$ cat src/rtl/game_flow_ctrl.sv
// Game-flow FSM for the obstacle game: menu, multi-level play, pause, per-death
// life loss, timed level-clear/lose screens and game-over/win screens.
module game_flow_ctrl #(
  parameter int NUM_LEVELS  = 3,
  parameter int MAX_LIVES   = 3,
  parameter int HOLD_CYCLES = 50,
  localparam int LVL_W  = (NUM_LEVELS > 1) ? $clog2(NUM_LEVELS) : 1,
  localparam int LIFE_W = $clog2(MAX_LIVES + 1),
  localparam int CNT_W  = (HOLD_CYCLES > 1) ? $clog2(HOLD_CYCLES) : 1
) (
  input  logic              clk,
  input  logic              reset,
  input  logic              userSel,
  input  logic              pauseBtn,
  input  logic              win,
  input  logic              dead,
  output logic              menuScreen,
  output logic              playEn,
  output logic              pauseScreen,
  output logic              clearScreen,
  output logic              loseScreen,
  output logic              overScreen,
  output logic              winScreen,
  output logic              levelLoad,
  output logic [LVL_W-1:0]  level,
  output logic [LIFE_W-1:0] lives
);

  localparam logic [2:0] ST_MENU     = 3'd0;
  localparam logic [2:0] ST_PLAY     = 3'd1;
  localparam logic [2:0] ST_PAUSE    = 3'd2;
  localparam logic [2:0] ST_CLEAR    = 3'd3;
  localparam logic [2:0] ST_LOSE     = 3'd4;
  localparam logic [2:0] ST_GAMEOVER = 3'd5;
  localparam logic [2:0] ST_WIN      = 3'd6;

  localparam logic [LVL_W-1:0]  LAST_LEVEL = LVL_W'(NUM_LEVELS - 1);
  localparam logic [LIFE_W-1:0] FULL_LIVES = LIFE_W'(MAX_LIVES);
  localparam logic [CNT_W-1:0]  HOLD_LAST  = CNT_W'(HOLD_CYCLES - 1);

  logic [2:0]        state_q, state_d;
  logic [LVL_W-1:0]  level_q, level_d;
  logic [LIFE_W-1:0] lives_q, lives_d;
  logic [CNT_W-1:0]  cnt_q, cnt_d;
  logic              load_q, load_d;
  logic              sel_q;
  logic              pause_q;
  logic              sel_e_s;
  logic              pause_e_s;

  assign sel_e_s   = userSel & ~sel_q;
  assign pause_e_s = pauseBtn & ~pause_q;

  // Next-state, level/lives bookkeeping and hold-screen timing.
  always_comb begin
    state_d = state_q;
    level_d = level_q;
    lives_d = lives_q;
    cnt_d   = cnt_q;
    load_d  = 1'b0;
    case (state_q)
      ST_MENU: begin
        if (sel_e_s) begin
          state_d = ST_PLAY;
          level_d = '0;
          lives_d = FULL_LIVES;
          load_d  = 1'b1;
        end else begin
          state_d = ST_MENU;
        end
      end
      ST_PLAY: begin
        if (pause_e_s) begin
          state_d = ST_PAUSE;
        end else if (win && !dead) begin
          state_d = ST_CLEAR;
          cnt_d   = '0;
        end else if (dead && !win) begin
          state_d = ST_LOSE;
          cnt_d   = '0;
          // Guard keeps lives from wrapping even if dead arrives with zero lives.
          lives_d = (lives_q != '0) ? (lives_q - LIFE_W'(1)) : '0;
        end else begin
          state_d = ST_PLAY;
        end
      end
      ST_PAUSE: begin
        if (sel_e_s) begin
          state_d = ST_MENU;
        end else if (pause_e_s) begin
          state_d = ST_PLAY;
        end else begin
          state_d = ST_PAUSE;
        end
      end
      ST_CLEAR: begin
        if (cnt_q == HOLD_LAST) begin
          if (level_q == LAST_LEVEL) begin
            state_d = ST_WIN;
          end else begin
            state_d = ST_PLAY;
            level_d = level_q + LVL_W'(1);
            load_d  = 1'b1;
          end
        end else begin
          cnt_d = cnt_q + CNT_W'(1);
        end
      end
      ST_LOSE: begin
        if (cnt_q == HOLD_LAST) begin
          if (lives_q == '0) begin
            state_d = ST_GAMEOVER;
          end else begin
            state_d = ST_PLAY;
            load_d  = 1'b1;
          end
        end else begin
          cnt_d = cnt_q + CNT_W'(1);
        end
      end
      ST_GAMEOVER, ST_WIN: begin
        if (sel_e_s) begin
          state_d = ST_MENU;
        end else begin
          state_d = state_q;
        end
      end
      default: begin
        state_d = ST_MENU;
      end
    endcase
  end

  // State and datapath registers with synchronous active-low reset.
  always_ff @(posedge clk) begin
    if (!reset) begin
      state_q <= ST_MENU;
      level_q <= '0;
      lives_q <= FULL_LIVES;
      cnt_q   <= '0;
      load_q  <= 1'b0;
      sel_q   <= 1'b0;
      pause_q <= 1'b0;
    end else begin
      state_q <= state_d;
      level_q <= level_d;
      lives_q <= lives_d;
      cnt_q   <= cnt_d;
      load_q  <= load_d;
      sel_q   <= userSel;
      pause_q <= pauseBtn;
    end
  end

  assign menuScreen  = (state_q == ST_MENU);
  assign playEn      = (state_q == ST_PLAY);
  assign pauseScreen = (state_q == ST_PAUSE);
  assign clearScreen = (state_q == ST_CLEAR);
  assign loseScreen  = (state_q == ST_LOSE);
  assign overScreen  = (state_q == ST_GAMEOVER);
  assign winScreen   = (state_q == ST_WIN);
  assign levelLoad   = load_q;
  assign level       = level_q;
  assign lives       = lives_q;

endmodule

$ cat config.mk
export PLATFORM = sky130hd
export DESIGN_NAME = game_flow_ctrl
export DESIGN_NICKNAME = d
export VERILOG_FILES = /design/src/rtl/game_flow_ctrl.sv
export SDC_FILE = /design/constraint.sdc
export NUM_CORES = 1
export LEC_CHECK = 0
export ABC_AREA = 1
export CORE_MARGIN = 2
export CORE_UTILIZATION = 46
export DETAILED_ROUTE_END_ITERATION = 16
export GPL_TIMING_DRIVEN = 0
export PLACE_DENSITY = 0.82
export SYNTH_ARGS = -nofsm -noshare
export SYNTH_HDL_FRONTEND = slang
export SYNTH_SLANG_ARGS = --single-unit
$ cat constraint.sdc
create_clock -name clk -period 1.1 [get_ports clk]
set_input_delay 0.165 -clock clk [delete_from_list [all_inputs] [get_ports clk]]
set_output_delay 0.165 -clock clk [all_outputs]
set_load 0.02 [all_outputs]
== After elaboration in Yosys (flattened, before gate mapping) ==
Index checks and enable logic that the tools add are counted.
Storage, ports and cells
  bits in registers: 16
  logic and storage cells: 81
  output and inout bits: 12
Operators by class
  bitwise gates (word level): 4
  add/subtract/negate cells: 3
  mux-type cells: 33
  eq/ne operators: 18
  reduce and logical (&&, ||, !) cells: 16
Operator list (number)
  3-bit two-way mux: 8
  6-bit two-way mux: 4
  2-bit two-way mux: 10
  3-bit one-hot mux with 6 select lines: 1
  6-bit one-hot mux with 2 select lines: 1
  2-bit != test (second input constant): 5
  3-bit equality test (second input constant): 3
  2-bit by 1-bit != test with 1-bit output (second input constant): 4
  2-bit one-hot mux with 2 select lines: 2
  4-bit AND reduction: 2
  2-bit nonzero test: 4
  6-bit by 1-bit adder with 6-bit output (second input constant): 1
  3-bit by 2-bit equality test with 1-bit output (second input constant): 2
  6-bit equality test (second input constant): 1
  1-bit two-way mux: 6
  5-bit AND reduction: 1
  2-bit OR reduction: 2
  3-bit by 1-bit equality test with 1-bit output (second input constant): 1
  3-bit logical NOT: 1
  3-bit by 1-bit != test with 1-bit output (second input constant): 1
  1-bit one-hot mux with 3 select lines: 1
  3-bit AND reduction: 1
  2-bit by 1-bit adder with 2-bit output (second input constant): 1
  1-bit AND: 2
  other kinds (6): 9

== Longest topological paths before layout ==
  depth in word-level cells: 6
  depth in mapped cells: 10
  gate-level depth less buffers: 9

== Worst setup path after synthesis ==
OpenSTA, ideal clock, no wires.
  path type: flip-flop to flip-flop
  start point: reg state_q[1]
  end point: reg level_q[1] (netlist: level[1])
  path slack: -0.226 ns
  arrival time: 1.190 ns
  cell stages (with the launch flop): 8
  data required time: 0.963 ns
  library setup time: 0.137 ns
  path through: dfxtp_1 > nand2_1 > nor2_2 > nand2_1 > nor2_2 > nor2_1 > nand2_1 > a21oi_1
Between the ends
  longest elaborated chain between the ends: 3
Ends and longest elaborated chain
  start, declared: line 41  | logic [2:0] state_q, state_d;
  start signal, assigned: line 145  | state_q <= state_d;
  3-bit by 2-bit equality test with 1-bit output (*)
  named net clearScreen: line 20  | output logic clearScreen,
  2-bit != test (no line), or another cell as far along
  4-bit AND reduction (no line)
  end signal, assigned: line 146  | level_q <= level_d;
  end, declared: line 42  | logic [LVL_W-1:0] level_q, level_d;
Mark *: on every way through the listed nets, which the timed path passes. The rest lies on a longest branch.
A chain may end at the register's enable or synchronous reset.

== Final worst setup path ==
  start point: reg state_q[0]
  end point: reg cnt_q[0]
Between the ends
  longest elaborated chain between the ends: 4
Ends and longest elaborated chain
  3-bit by 2-bit equality test with 1-bit output or 3-bit equality test (tied branches): line 61  | case (state_q)
  2-bit OR reduction (no line)
  2-bit != test (no line) or 2-bit nonzero test (tied branches)
  4-bit AND reduction (no line)
  end signal, assigned: line 148  | cnt_q <= cnt_d;
  end, declared: line 44  | logic [CNT_W-1:0] cnt_q, cnt_d;
Parallel ways exist; a longest one is shown, timed or not.

==> reports/qor.txt <==
Status: finished with violations
Failing checks: negative setup slack
Number of global-route vias before repair: 960
H-Tree Depth: 1
Synth top area share: 0.320
Worst Path Required: 1.29 ns
First-pass GRT wire length: 4020 um
Antenna diodes: 0
Max_slew headroom: 0.798
Congestion Overflow GR: 0
Die W: 50.6 um
Largest cells by area after synthesis: dfxtp_1 (32%), nand2_1 (16%), nor2_1 (8.6%), inv_1 (7.9%), nand3_1 (6.5%)
Area delta synth->final: 48.2%
Share of cells above drive strength 1: 0.411
Reg area: 338 um2
Synth Area in XOR/XNOR: 0.0175
Filler Cell Count: 144
Largest net degree at the start of global routing: 11
HP Class: input port to register
Crit path buf inv count: 3
Worst R2R Setup Slack: -0.26 ns
Final Max Tran Viols: 0
Leakage: 0.682 nW
Main flop type after synthesis: dfxtp_1
Critical setup path kind: register to register
Area occupied by multi-input gates: 708 um2
Pre-Repair DR Iteration Count: 4
Share of the yosys chip area belonging to registers: 0.320
CTS Sinks: 16
Worst-Margin Slew: 0.303 ns
Worst vdd ir: 0.00115 V
Hold depth: 3
TritonCTS clock tree: built
Count of different cell masters after synthesis: 23
Initial antenna violation count: 0
Initial Util: 0.500
Total chip power: 1.38 mW
Final hold slack: 0.402 ns
FF-to-FF Start: state_q[0]$_SDFFE_PN0P_
Largest stage delay, worst path: 0.39 ns
R2R Path End: cnt_q[0]$_SDFFE_PN0P_
Final WS setup: -0.262 ns
Clock skew: 0.0155 ns
Vias per Instance: 5.30
Post-route ant nets: 0
Clk pin slew, worst setup/hold paths: 0.11 ns
GPL Wtd Cong: 0.775
CP delay by family, top: simple AND/OR/NAND/NOR gates
RSZ-0062 raised after global routing: true
Latest clock arrival within the worst-skew pair: 0.31 ns
CP Cell Sequence: nor2_4, nand2_4, buf_6, nand2_8, inv_6, nand2_4, nand2_8, o21ai_1, inv_1
Post-synthesis compound-gate area fraction: 0.0950
IO Port Bufs: 17
Startpoint types: register
Fmax: 734 MHz
Main combinational cell family by area after synthesis: simple AND/OR/NAND/NOR gates
Post-CTS Hold Fix Bufs: 0
Row Count: 16
Die height: 50.6 um
Fin. Hold Viols: 0
Layout net count: 200
Min-delay src: userSel
Slowest cell on crit path: dfxtp_4
Post-DP HPWL: 1640 um
EDFF count, synth: 0
CORE AREA: 0.00200 mm2
Die ar.: 0.00256 mm2
Max Cap Viol: 0
Root Driver: clkbuf_4
Final period utilization: 1.24
Post-synthesis async set-or-reset flop share: 0
Crit end category: register
Area leader, netlist: dfxtp_1
DRC Markers: 0
Cell depth of the worst flop-to-flop path: 9
Max clock buf depth: 2
Wirelength, routed: 2890 um
Synth Register Bits: 16
Adder-Cell Fraction of Synth Area: 0.0375
Vias: 1150
Syn Inst Count: 157
End of the worst hold path: sel_q$_SDFF_PN0_
Post-Syn Area: 0.00100 mm2
Pwr dens: 932 mW/mm2
Cts bufs inserted: 3
Critical path fanouts, max: 7
Drt wl/cell: 13.3 um
Post-Synthesis Net Count: 166
Finish-stage setup viols: 21
Ys Warns: 0
GRT Resource Usage Total: 0.209
Mapped Avg Cell Area: 6.38 um2
Final min period: 1.36 ns
First-iteration detailed-routing DRC count: 35
Post-Synth Simple-Gate Area: 0.421
I/O pin count: 18
Mux contribution to synthesized area: 0
Crit path DAT: 1.55 ns
repair_timing:
item / 4_1_cts / 5_1_grt
hold endpoints to repair: 0 / 0
resized for setup: 70 / 26
endpoints found under the setup margin: 26 / 24
pin swaps: 7 / 7
setup buffers: 7 / 6
worst reg2reg max path: cells and delay by family, from the launching register on:
| family | cells | cell delay [ns] |
|---|---|---|
| AO/OA/AOI/OAI | 1 | 0.15 |
| buffers and inverters | 3 | 0.24 |
| flip-flops | 1 | 0.39 |
| AND/OR/NAND/NOR | 5 | 0.48 |
final cells by class:
cell class | count | share of cell area
Buffer | 1 | 0.00337
Clock buffer | 4 | 0.0245
Inverter | 25 | 0.0717
Multi-Input combinational cell | 114 | 0.477
Sequential cell | 16 | 0.228
Tap cell | 27 | 0.0228
Timing Repair Buffer | 30 | 0.173
cell usage after synthesis, types with 2 or more instances:
cell type,count
nor2_1,23
a21oi_2,3
ha_1,3
o21ai_0,3
nand2_2,5
a21oi_1,8
nand2_4,2
nand3_1,13
nor2_2,3
xnor2_1,2
inv_2,4
dfxtp_1,16
inv_1,21
nand2_1,42
report_power, final:
part / internal, mW / switching, mW
clock network: 0.202 / 0.214
registers: 0.600 / 0.0266
logic: 0.144 / 0.196
cells by family (layout without fill, tap and decap cells):
| group | after synthesis | count (layout) |
|---|---|---|
| DFF | 16 | 16 |
| adders and majority gates | 3 | 3 |
| AOI/OAI and AO/OA | 16 | 16 |
| xor gates and xnor gates | 2 | 2 |
| and+or+nand+nor | 93 | 93 |
| buffers and inverters | 27 | 60 |
state kept, by name, summed over array words and instances (netlist names):
register and flops:
cnt_q 6, level 2, levelLoad 1, lives 2
pause_q 1, sel_q 1, state_q 3
worst max-delay path by stage:
stage	from	end	slack, ns	cells past startpoint
2_1_floorplan	state_q[0]$_SDFFE_PN0P_	cnt_q[1]$_SDFFE_PN0P_	-0.10	7
3_3_place_gp	state_q[0]$_SDFFE_PN0P_	loseScreen	-0.41	5
3_5_place_dp	state_q[0]$_SDFFE_PN0P_	loseScreen	-0.43	5
4_1_cts	state_q[0]$_SDFFE_PN0P_	cnt_q[1]$_SDFFE_PN0P_	-0.21	7
5_1_grt	state_q[1]$_SDFFE_PN0P_	cnt_q[0]$_SDFFE_PN0P_	-0.31	9
6_report	state_q[0]$_SDFFE_PN0P_	cnt_q[0]$_SDFFE_PN0P_	-0.26	9
per-layer routing:
layer / up-vias / share of wire / global-route usage
met4: 0 / 0.021 / 0.0721
met2: 35 / 0.53 / 0.360
met3: 11 / 0.038 / 0.0476
met1: 553 / 0.41 / 0.256
li1: 551 / - / -
met5: - / 0 / 0
placed cells by master, fill, tap and decap left out:
master	instances
a21oi_2	7
nand3_2	2
dfxtp_2	5
nor2_4	4
nand2_4	6
or2_1	1
dfxtp_4	3
inv_2	1
buf_6	5
o21ai_0	3
clkbuf_8	1
clkbuf_4	3
inv_6	1
nor2_2	4
nand3_4	1
nand3b_1	1
nor2_1	19
a31o_2	1
clkbuf_2	2
buf_12	1
inv_1	20
ha_2	1
xnor2_1	2
nand3_1	11
buf_2	4
buf_4	14
a21oi_1	4
dfxtp_1	8
nor3_4	1
nand2_1	35
nand2_8	2
o21ai_1	1
nand2_2	6
ha_1	2
inv_4	3
clkdlybuf4s50_1	5
stage by stage:
step	instances	instance area [um2]	setup TNS, ns	setup WS, ns	utilization
after floorplan	157	1040	-1.06	-0.104	-
after global placement	201	1240	-6.80	-0.413	0.622
after detailed placement	201	1240	-7.12	-0.426	0.622
after CTS	211	1360	-3.41	-0.212	0.680
after global routing	217	1480	-5.09	-0.305	0.741
final	217	1480	-4.01	-0.262	0.741
(Power assumes the default switching activity.)
